`src/rtl/sdram_dwnld_router.sv`:
```
// sdram_dwnld_router: turns the ioctl byte stream into SDRAM programming
// requests, skipping the file header and diverting the PROM region.
//
// Build option: define DWNLD_HEADER_EN to strip HEADER leading bytes and
// flag them on `header`; without it `header` is 0 and part = ioctl_addr.
//
// Ports:
//   clk, rst            clock, synchronous active-high reset
//   downloading         download in progress
//   ioctl_addr/dout/wr  loader byte address, byte and one-cycle strobe
//   prog_addr/data/mask SDRAM word address (PROM byte offset), data, mask
//   prog_we, prog_rd    write request held until ack, read tied low
//   prog_ba             target bank
//   prom_we             one-cycle PROM write strobe
//   header              ioctl_addr lies inside the file header
//   sdram_ack           SDRAM accepted the request
module sdram_dwnld_router #(
    parameter int          HEADER     = 16,
    parameter logic [24:0] BA1_START  = 25'h0_0000,
    parameter logic [24:0] BA2_START  = 25'h0_0000,
    parameter logic [24:0] BA3_START  = 25'h0_0000,
    parameter logic [24:0] PROM_START = 25'h1FF_FFFF,
    parameter bit          SWAB       = 1'b0
) (
    input  logic        clk,
    input  logic        rst,
    input  logic        downloading,
    input  logic [24:0] ioctl_addr,
    input  logic [7:0]  ioctl_dout,
    input  logic        ioctl_wr,
    output logic [21:0] prog_addr,
    output logic [15:0] prog_data,
    output logic [1:0]  prog_mask,
    output logic        prog_we,
    output logic        prog_rd,
    output logic [1:0]  prog_ba,
    output logic        prom_we,
    output logic        header,
    input  logic        sdram_ack
);

`ifdef DWNLD_HEADER_EN
    localparam logic [24:0] HDR = 25'(HEADER);
`else
    // Header stripping disabled: HEADER is ignored.
    localparam logic [24:0] HDR = 25'(HEADER) & 25'h0;
`endif

    logic [24:0] w_part;
    logic [25:0] w_dp, w_d3, w_d2, w_d1;
    logic [24:0] w_offset;
    logic [1:0]  w_ba;
    logic        w_prom;
    logic        w_lane;
    logic        w_wr;
    logic        w_sd_wr;
    logic        w_unused;

    logic [21:0] r_addr;
    logic [15:0] r_data;
    logic [1:0]  r_mask;
    logic [1:0]  r_ba;
    logic        r_we;
    logic        r_prom_we;

`ifdef DWNLD_HEADER_EN
    assign header = downloading && (ioctl_addr < HDR);
`else
    assign header = 1'b0;
`endif

    assign w_part = ioctl_addr - HDR;

    // Borrow of a 26-bit subtract gives part < start; the low 25 bits
    // are the offset into that region.
    assign w_dp = {1'b0, w_part} - {1'b0, PROM_START};
    assign w_d3 = {1'b0, w_part} - {1'b0, BA3_START};
    assign w_d2 = {1'b0, w_part} - {1'b0, BA2_START};
    assign w_d1 = {1'b0, w_part} - {1'b0, BA1_START};

    // Highest region first, so equal starts resolve to the higher bank.
    always_comb begin
        w_prom   = 1'b0;
        w_ba     = 2'd0;
        w_offset = w_part;
        if (!w_dp[25]) begin
            w_prom = 1'b1;
        end else if (!w_d3[25]) begin
            w_ba     = 2'd3;
            w_offset = w_d3[24:0];
        end else if (!w_d2[25]) begin
            w_ba     = 2'd2;
            w_offset = w_d2[24:0];
        end else if (!w_d1[25]) begin
            w_ba     = 2'd1;
            w_offset = w_d1[24:0];
        end
    end

    assign w_lane  = w_offset[0] ^ SWAB;
    assign w_wr    = ioctl_wr && downloading && !header;
    assign w_sd_wr = w_wr && !w_prom;

    assign w_unused = ^{w_offset[24:23], w_dp[24:22]};

    always_ff @(posedge clk) begin
        if (rst) begin
            r_addr    <= 22'd0;
            r_data    <= 16'd0;
            r_mask    <= 2'b11;
            r_ba      <= 2'd0;
            r_we      <= 1'b0;
            r_prom_we <= 1'b0;
        end else begin
            r_prom_we <= 1'b0;
            if (w_wr) begin
                r_data <= {ioctl_dout, ioctl_dout};
                if (w_prom) begin
                    r_addr    <= w_dp[21:0];
                    r_ba      <= 2'd0;
                    r_mask    <= 2'b10;
                    r_prom_we <= 1'b1;
                end else begin
                    r_addr <= w_offset[22:1];
                    r_ba   <= w_ba;
                    r_mask <= w_lane ? 2'b01 : 2'b10;
                end
            end
            // A new SDRAM write beats a same-cycle ack.
            if (w_sd_wr) begin
                r_we <= 1'b1;
            end else if (sdram_ack || !downloading) begin
                r_we <= 1'b0;
            end
        end
    end

    assign prog_addr = r_addr;
    assign prog_data = r_data;
    assign prog_mask = r_mask;
    assign prog_ba   = r_ba;
    assign prog_we   = r_we;
    assign prom_we   = r_prom_we;
    assign prog_rd   = 1'b0;

endmodule

```
`config.mk`:
```
export PLATFORM = sky130hd
export DESIGN_NAME = sdram_dwnld_router
export DESIGN_NICKNAME = d
export VERILOG_FILES = /design/src/rtl/sdram_dwnld_router.sv
export SDC_FILE = /design/constraint.sdc
export NUM_CORES = 1
export LEC_CHECK = 0
export CORE_AREA = 2 2 70 72
export DETAILED_ROUTE_END_ITERATION = 16
export DIE_AREA = 0 0 72 74
export PLACE_DENSITY = 0.73
export SLEW_MARGIN = 15
export SYNTH_ARGS = -nofsm -noshare
export SYNTH_HDL_FRONTEND = slang
export SYNTH_SLANG_ARGS = --single-unit
```
`constraint.sdc`:
```
create_clock -name clk -period 1.5 [get_ports clk]
set_input_delay 0.3 -clock clk [delete_from_list [all_inputs] [get_ports clk]]
set_output_delay 0.3 -clock clk [all_outputs]
set_load 0.005 [all_outputs]
```
* Word-level counts from Yosys, hierarchy flattened
Cells that the tools add are included.
** Cells by class
- Mux-type cells :: 7
- Add/sub/neg operators :: 1
- Reduce and logical (&&, ||, !) cells :: 6
- Bitwise logic cells :: 1
** Operator list (count)
- $sub A25 B25 Y26 const B :: 1
- $mux W22 :: 1
- $mux W2 :: 3
- $mux W1 :: 3
- $logic_and A1 B1 Y1 :: 2
- $reduce_bool A2 Y1 :: 1
- $reduce_or A2 Y1 :: 1
- $logic_not A1 Y1 :: 1
- $logic_or A1 B1 Y1 :: 1
- $not A1 Y1 :: 1
** Storage, ports and cells
- Word-level logic and storage cells :: 21
- Output and inout bits :: 46
- Flip-flop bits (word level) :: 44
- Input port bits :: 38

* Logic depth before layout (Yosys ltp)
Gate-level depths: netlist of the first run.
- Word-level depth :: 4
- Depth in mapped cells :: 6
- Mapped depth without buffers :: 6

* Least setup slack after synthesis of the first run
OpenSTA, ideal clock, no wires.
- Kind :: in2reg
- Start :: input port ioctl_addr[0]
- End :: register r_addr[10] (netlist: prog_addr[10])
- Arrival :: 1.421 ns
- Cell stages on the path :: 6
- Setup time :: 0.074 ns
- Data required time :: 1.426 ns
- Setup slack :: 0.005 ns
- Path buffers :: 0
- Path through :: ha_1 -> inv_1 -> nor4_1 -> xnor2_1 -> or4_4 -> o21ai_0
** On the way
- Word-level cells in the longest chain between the ends :: 2
** Ends and longest elaborated chain
- from (decl) :: RTL line 28 : input logic [24:0] ioctl_addr,
- $sub A25 B25 Y26 :: RTL line 76 : assign w_dp = {1'b0, w_part} - {1'b0, PROM_START};
- $mux W22 :: RTL line 118 : if (w_prom) begin
- to (signal assigned) :: RTL line 119 : r_addr <= w_dp[21:0];
- to (signal assigned) :: RTL line 124 : r_addr <= w_offset[22:1];
- to (decl) :: RTL line 59 : logic [21:0] r_addr;
Every way passes these cells.
A chain may end at the register's enable or synchronous reset.

==> qor.csv, run 1 <==
metric,value,unit
sequential area share after synthesis,46.5,%
DR WL/cell,12.9,um
Diodes inserted,0,
clock root buffer,clkbuf_8,
Top Usage Layer GRT,met2,
library cells used by synthesis,27,
via density per instance,4.87,
final core utilization,56.8,%
P&R area growth vs syn,73.3,%
drt pass-1 iters,4,
Fillers,422,
placed inst area,0.00244,mm^2
Ys Warns,0,
leak pwr,1.08,nW
Crit-path slowest cell,clkdlybuf4s50_1,
Yosys reg bits,35,
CP Cell Sequence,clkdlybuf4s50_1,
Sink Count,35,
global-route met2 utilization,28.7,%
FMAX,694,MHz
total grt overflow,0,
fin crit period,1.44,ns
Final period util,96.1,%
Starting Density,32.8,%
"Setup violations, final",0,
met1 Usage GRT,20.8,%
overall routing resource usage,17.1,%
io pins,84,
"FFs w/ async S/R, synth",0,%
met3 Usage GRT,5.28,%
width of the chip,72,um
worst hold-check path type,input pin to register,
largest net degree at the start of global routing,16,
CTS H-tree lvls,2,
Synth top cells by count,"nand2_1, dfxtp_1, a21oi_1, nand3_1",
top-count cell post-synth,nand2_1,
Final TNS setup,0,ns
unrepaired setup endpoints after global routing,false,
final cell count without fillers,340,
TritonCTS clock tree,yes,
Die ar.,0.00533,mm^2
Residual DRC,0,
worst hold slack,0.289,ns
drt first-iter violations,77,
Placeable Area,0.00460,mm^2
vias,1655,
fin area,0.00261,mm^2
ANT nets after route,0,
status,"finished, final reports clean",
placed insts,324,
Port Buffer Count,81,
Worst EP required,1.20,ns
clock transition at the registers of the reported paths,0.07,ns
kind of end point of the critical path,output pin,
Critical Path Max Stage Delay,0.51,ns
CP Launch Type,register,
Max rail drop VDD,0.526,mV
Cell Pwr Density,818,mW/mm^2
synthesized netlist cell count,188,
row count,25,
Post-Syn Area per Cell,8.01,um^2
DP HPWL,3350,um
Crit Path Max Fanout,3,
clk_skew,0,ns
vias in the first global route,1568,
"area leader, netlist",dfxtp_1,
flop2flop setup slack,0.70,ns
Setup Crit Path Kind,register to output pin,
Max Cap Viol,0,
commonest register cell after synthesis,dfxtp_1,
Routed WL,4400,um
clock buffer depth,2,
total power,2.14,mW
worst path bufs/invs,1,
first-pass GRT wire length,7090,um
Hold Fails Final Rpt,0,
largest cells by area after synthesis,"dfxtp_1, nand2_1, a21oi_1",
fin worst setup slack,0.0589,ns
worst-skew pair later-pin latency,0.28,ns
share of the synthesized area in the top cell type,46.5,%
initial antenna violation count,0,
Post-synth EDFFs,0,
Final nets,324,
routability congestion estimate,0.776,
Max Slew Vio Count,0,
crit-path leading delay family,buffers and inverters,
Die Y,74,um
Place WS,-0.589,ns
Inserted Clock Buffers,5,
crit path DAT,1.14,ns
"Cell Area, Synth",0.00151,mm^2
layout cells sized above 1,22.7,%
[flip-flops by register name, indices dropped and copies added, names as in the netlist]
signal     flops
prog_addr     22
prog_ba        1
prog_data      8
prog_mask      2
prog_we        1
prom_we        1
[worst paths after layout]
check | startpoint | to | cells past startpoint
worst max register to register | prog_addr[2] | prog_addr[2] | 3
worst min-delay path | ioctl_addr[14] | prog_addr[13] | 3
worst max-delay path | prog_data[7] | prog_data[15] | 1
worst min register to register | prog_addr[21] | prog_addr[21] | 2
[kinds of logic (layout without fill, tap and decap cells)]
group                      count (synthesis)  count (layout)  share of synthesized area (%)
xor gates and xnor gates                   1               1                          0.582
and+or+nand+nor                           76              76                           24.5
DFF                                       35              35                           46.5
other                                      1               2                          0.249
buffers and inverters                     27             124                           9.47
AOI/OAI and AO/OA                         47              47                           17.9
adders and majority gates                  1               1                          0.830
[final cells by class]
class	count	area, um^2	area share (%)
clock buffer	8	100	3.83
inverter	3	11.3	0.431
multi-input combinational	127	718	27.5
sequential	35	702	26.9
tap	54	67.6	2.59
timing repair buffer	113	1010	38.8
[what timing repair did]
item / CTS / global route
buffers inserted: 8 / 0
gates resized for setup: 49 / 27
endpoints found under the hold margin: 0 / 0
pin swaps: 11 / 9
hold buffers: 0 / 0
setup endpoints to repair: 27 / 13
[placed cells by master (no fill, tap or decap), types with 2 or more instances in the layout]
| master | n |
|---|---|
| dlygate4sd2_1 | 8 |
| a21oi_1 | 25 |
| o21ai_2 | 3 |
| a31oi_1 | 6 |
| nand2_1 | 34 |
| inv_1 | 3 |
| nor2_1 | 3 |
| dfxtp_1 | 34 |
| nand3_1 | 15 |
| o21ai_1 | 2 |
| buf_4 | 32 |
| nand2_2 | 3 |
| clkbuf_2 | 5 |
| clkbuf_8 | 7 |
| nand4_1 | 5 |
| nor3_4 | 2 |
| a41oi_1 | 2 |
| nor3_1 | 2 |
| dlymetal6s2s_1 | 5 |
| o21ai_0 | 4 |
| conb_1 | 2 |
| a32o_1 | 2 |
| and2_1 | 7 |
| clkdlybuf4s50_1 | 56 |
| buf_2 | 4 |
| buf_6 | 3 |
[power breakdown]
part / internal, mW / total, mW / switching (mW)
Sequential: 0.975 / 1.00 / 0.0243
Clock: 0.419 / 0.744 / 0.325
Combinational: 0.237 / 0.393 / 0.155
Total: 1.63 / 2.14 / 0.505
[per-layer routing]
metal | vias up | wire length, um
met5 | - | 0
met4 | 0 | 67
met3 | 8 | 355
met1 | 744 | 1860
li1 | 837 | -
met2 | 66 | 2120
Power figures use the tool's default switching activity.
==> run 2: changes to the inputs <==
- MAX_ROUTING_LAYER: unset -> met4
==> qor.csv, run 2 (synthesized netlist as in run 1, its figures left out) <==
metric,value,unit
highest routed layer,met4,
worst path bufs/invs,1,
Reg area,702,um^2
DP HPWL,3350,um
total grt overflow,0,
Met1 Routed Length,1880,um
routability congestion estimate,0.786,
"commonest cells after routing, fill and taps aside","clkdlybuf4s50_1, nand2_1, dfxtp_1",
P&R area growth vs syn,73.3,%
Max Slew Vio Count,0,
Placeable Area,0.00460,mm^2
layout cells sized above 1,22.7,%
Hold Fails Final Rpt,0,
WL met2,2120,um
reg2reg start,prog_addr[2],
CP Launch Type,register,
Sw Share,23.6,%
Starting Density,32.8,%
Clk pwr share,34.8,%
vias,1659,
CP Cell Sequence,clkdlybuf4s50_1,
Port Buffer Count,81,
hold path start,ioctl_addr[14],
sequential share of power,46.8,%
drt first-iter violations,72,
Final period util,96.1,%
Crit-path slowest cell,clkdlybuf4s50_1,
CTS H-tree lvls,2,
Cell Pwr Density,818,mW/mm^2
Final nets,324,
Max Cap Viol,0,
fin worst setup slack,0.0586,ns
unrepaired setup endpoints after global routing,false,
Max rail drop VDD,0.526,mV
worst hold-check path type,input pin to register,
vias in the first global route,1564,
Die ar.,0.00533,mm^2
leak pwr,1.08,nW
cell internal pwr,1.63,mW
FMAX,694,MHz
Residual DRC,0,
via density per instance,4.88,
Inserted Clock Buffers,5,
"Setup violations, final",0,
clk_skew,0,ns
crit-path leading delay family,buffers and inverters,
io pins,84,
final cell count without fillers,340,
initial antenna violation count,0,
worst-skew pair later-pin latency,0.28,ns
WL met3,347,um
Sink Count,35,
Routed WL,4410,um
Worst EP required,1.20,ns
Die Y,74,um
fin crit period,1.44,ns
max reg flops,22,
status,"finished, final reports clean",
drt pass-1 iters,4,
Setup Crit Path Kind,register to output pin,
DR WL/cell,13.0,um
Comb power frac,18.4,%
first-pass GRT wire length,7110,um
crit path from,prog_data[7],
TritonCTS clock tree,yes,
crit path DAT,1.14,ns
area of the multi-input gates,718,um^2
clock root buffer,clkbuf_8,
Place WS,-0.589,ns
Critical Path Max Stage Delay,0.51,ns
clock transition at the registers of the reported paths,0.07,ns
Crit Path Max Fanout,3,
row count,25,
Diodes inserted,0,
placed insts,324,
ANT nets after route,0,
width of the chip,72,um
Fillers,422,
clock buffer depth,2,
overall routing resource usage,17.7,%
largest net degree at the start of global routing,16,
kind of end point of the critical path,output pin,
Switch Pwr,0.505,mW
"commonest non-fill, non-tap cell in the layout",clkdlybuf4s50_1,
==> run 2: tightest hold or removal path, stage by stage <==
cell,delay (ns)
clkbuf_2,0.10
nand3_1,0.06
a21oi_1,0.06
==> run 2: per-layer routing <==
| layer | global-route usage (%) | vias to the layer above |
|---|---|---|
| met5 | - | - |
| met4 | 6.29 | 0 |
| met3 | 5.15 | 8 |
| met2 | 28.8 | 66 |
| met1 | 21.0 | 750 |
| li1 | - | 835 |
==> run 2: worst paths after layout <==
path	end	slack (ns)	cells past startpoint
worst max register to register	prog_addr[2]	0.70	3
worst min-delay path	prog_addr[13]	0.29	3
worst max-delay path	prog_data[15]	0.06	1
worst min register to register	prog_addr[21]	0.45	2
==> run 2: final cells by class <==
class	count	share of cell area (%)
Clock buffer	8	3.83
Inverter	3	0.431
Multi-Input combinational cell	127	27.5
Sequential cell	35	26.9
Tap cell	54	2.59
Timing Repair Buffer	113	38.8
==> run 2: through the flow <==
stage | power [mW] | instance area (um^2) | TNS (ns) | hold WS, ns | utilization, %
floorplan | 1.15 | 1510 | 0 | 0.429 | -
global placement | 1.42 | 2440 | -11.36 | 0.440 | 53.0
detailed placement | 1.42 | 2440 | -12.33 | 0.446 | 53.0
CTS | 2.17 | 2610 | 0 | 0.304 | 56.7
global route | 2.25 | 2610 | 0 | 0.289 | 56.8
finish | 2.14 | 2610 | 0 | 0.288 | 56.8
==> run 2: repair_timing <==
item / CTS / global route
hold buffers: 0 / 0
buffers inserted: 8 / 0
gates cloned: 0 / 0
setup endpoints to repair: 27 / 13
gates resized for setup: 49 / 27
pin swaps: 11 / 9
==> run 2: power groups by stage <==
stage          combinational (mW)  sequential (mW)  clock (mW)
2_1_floorplan               0.131             1.02           0
3_3_place_gp                0.396             1.02           0
3_5_place_dp                0.399             1.02           0
4_1_cts                     0.395             1.00       0.775
5_1_grt                     0.428             1.00       0.817
6_report                    0.393             1.00       0.743
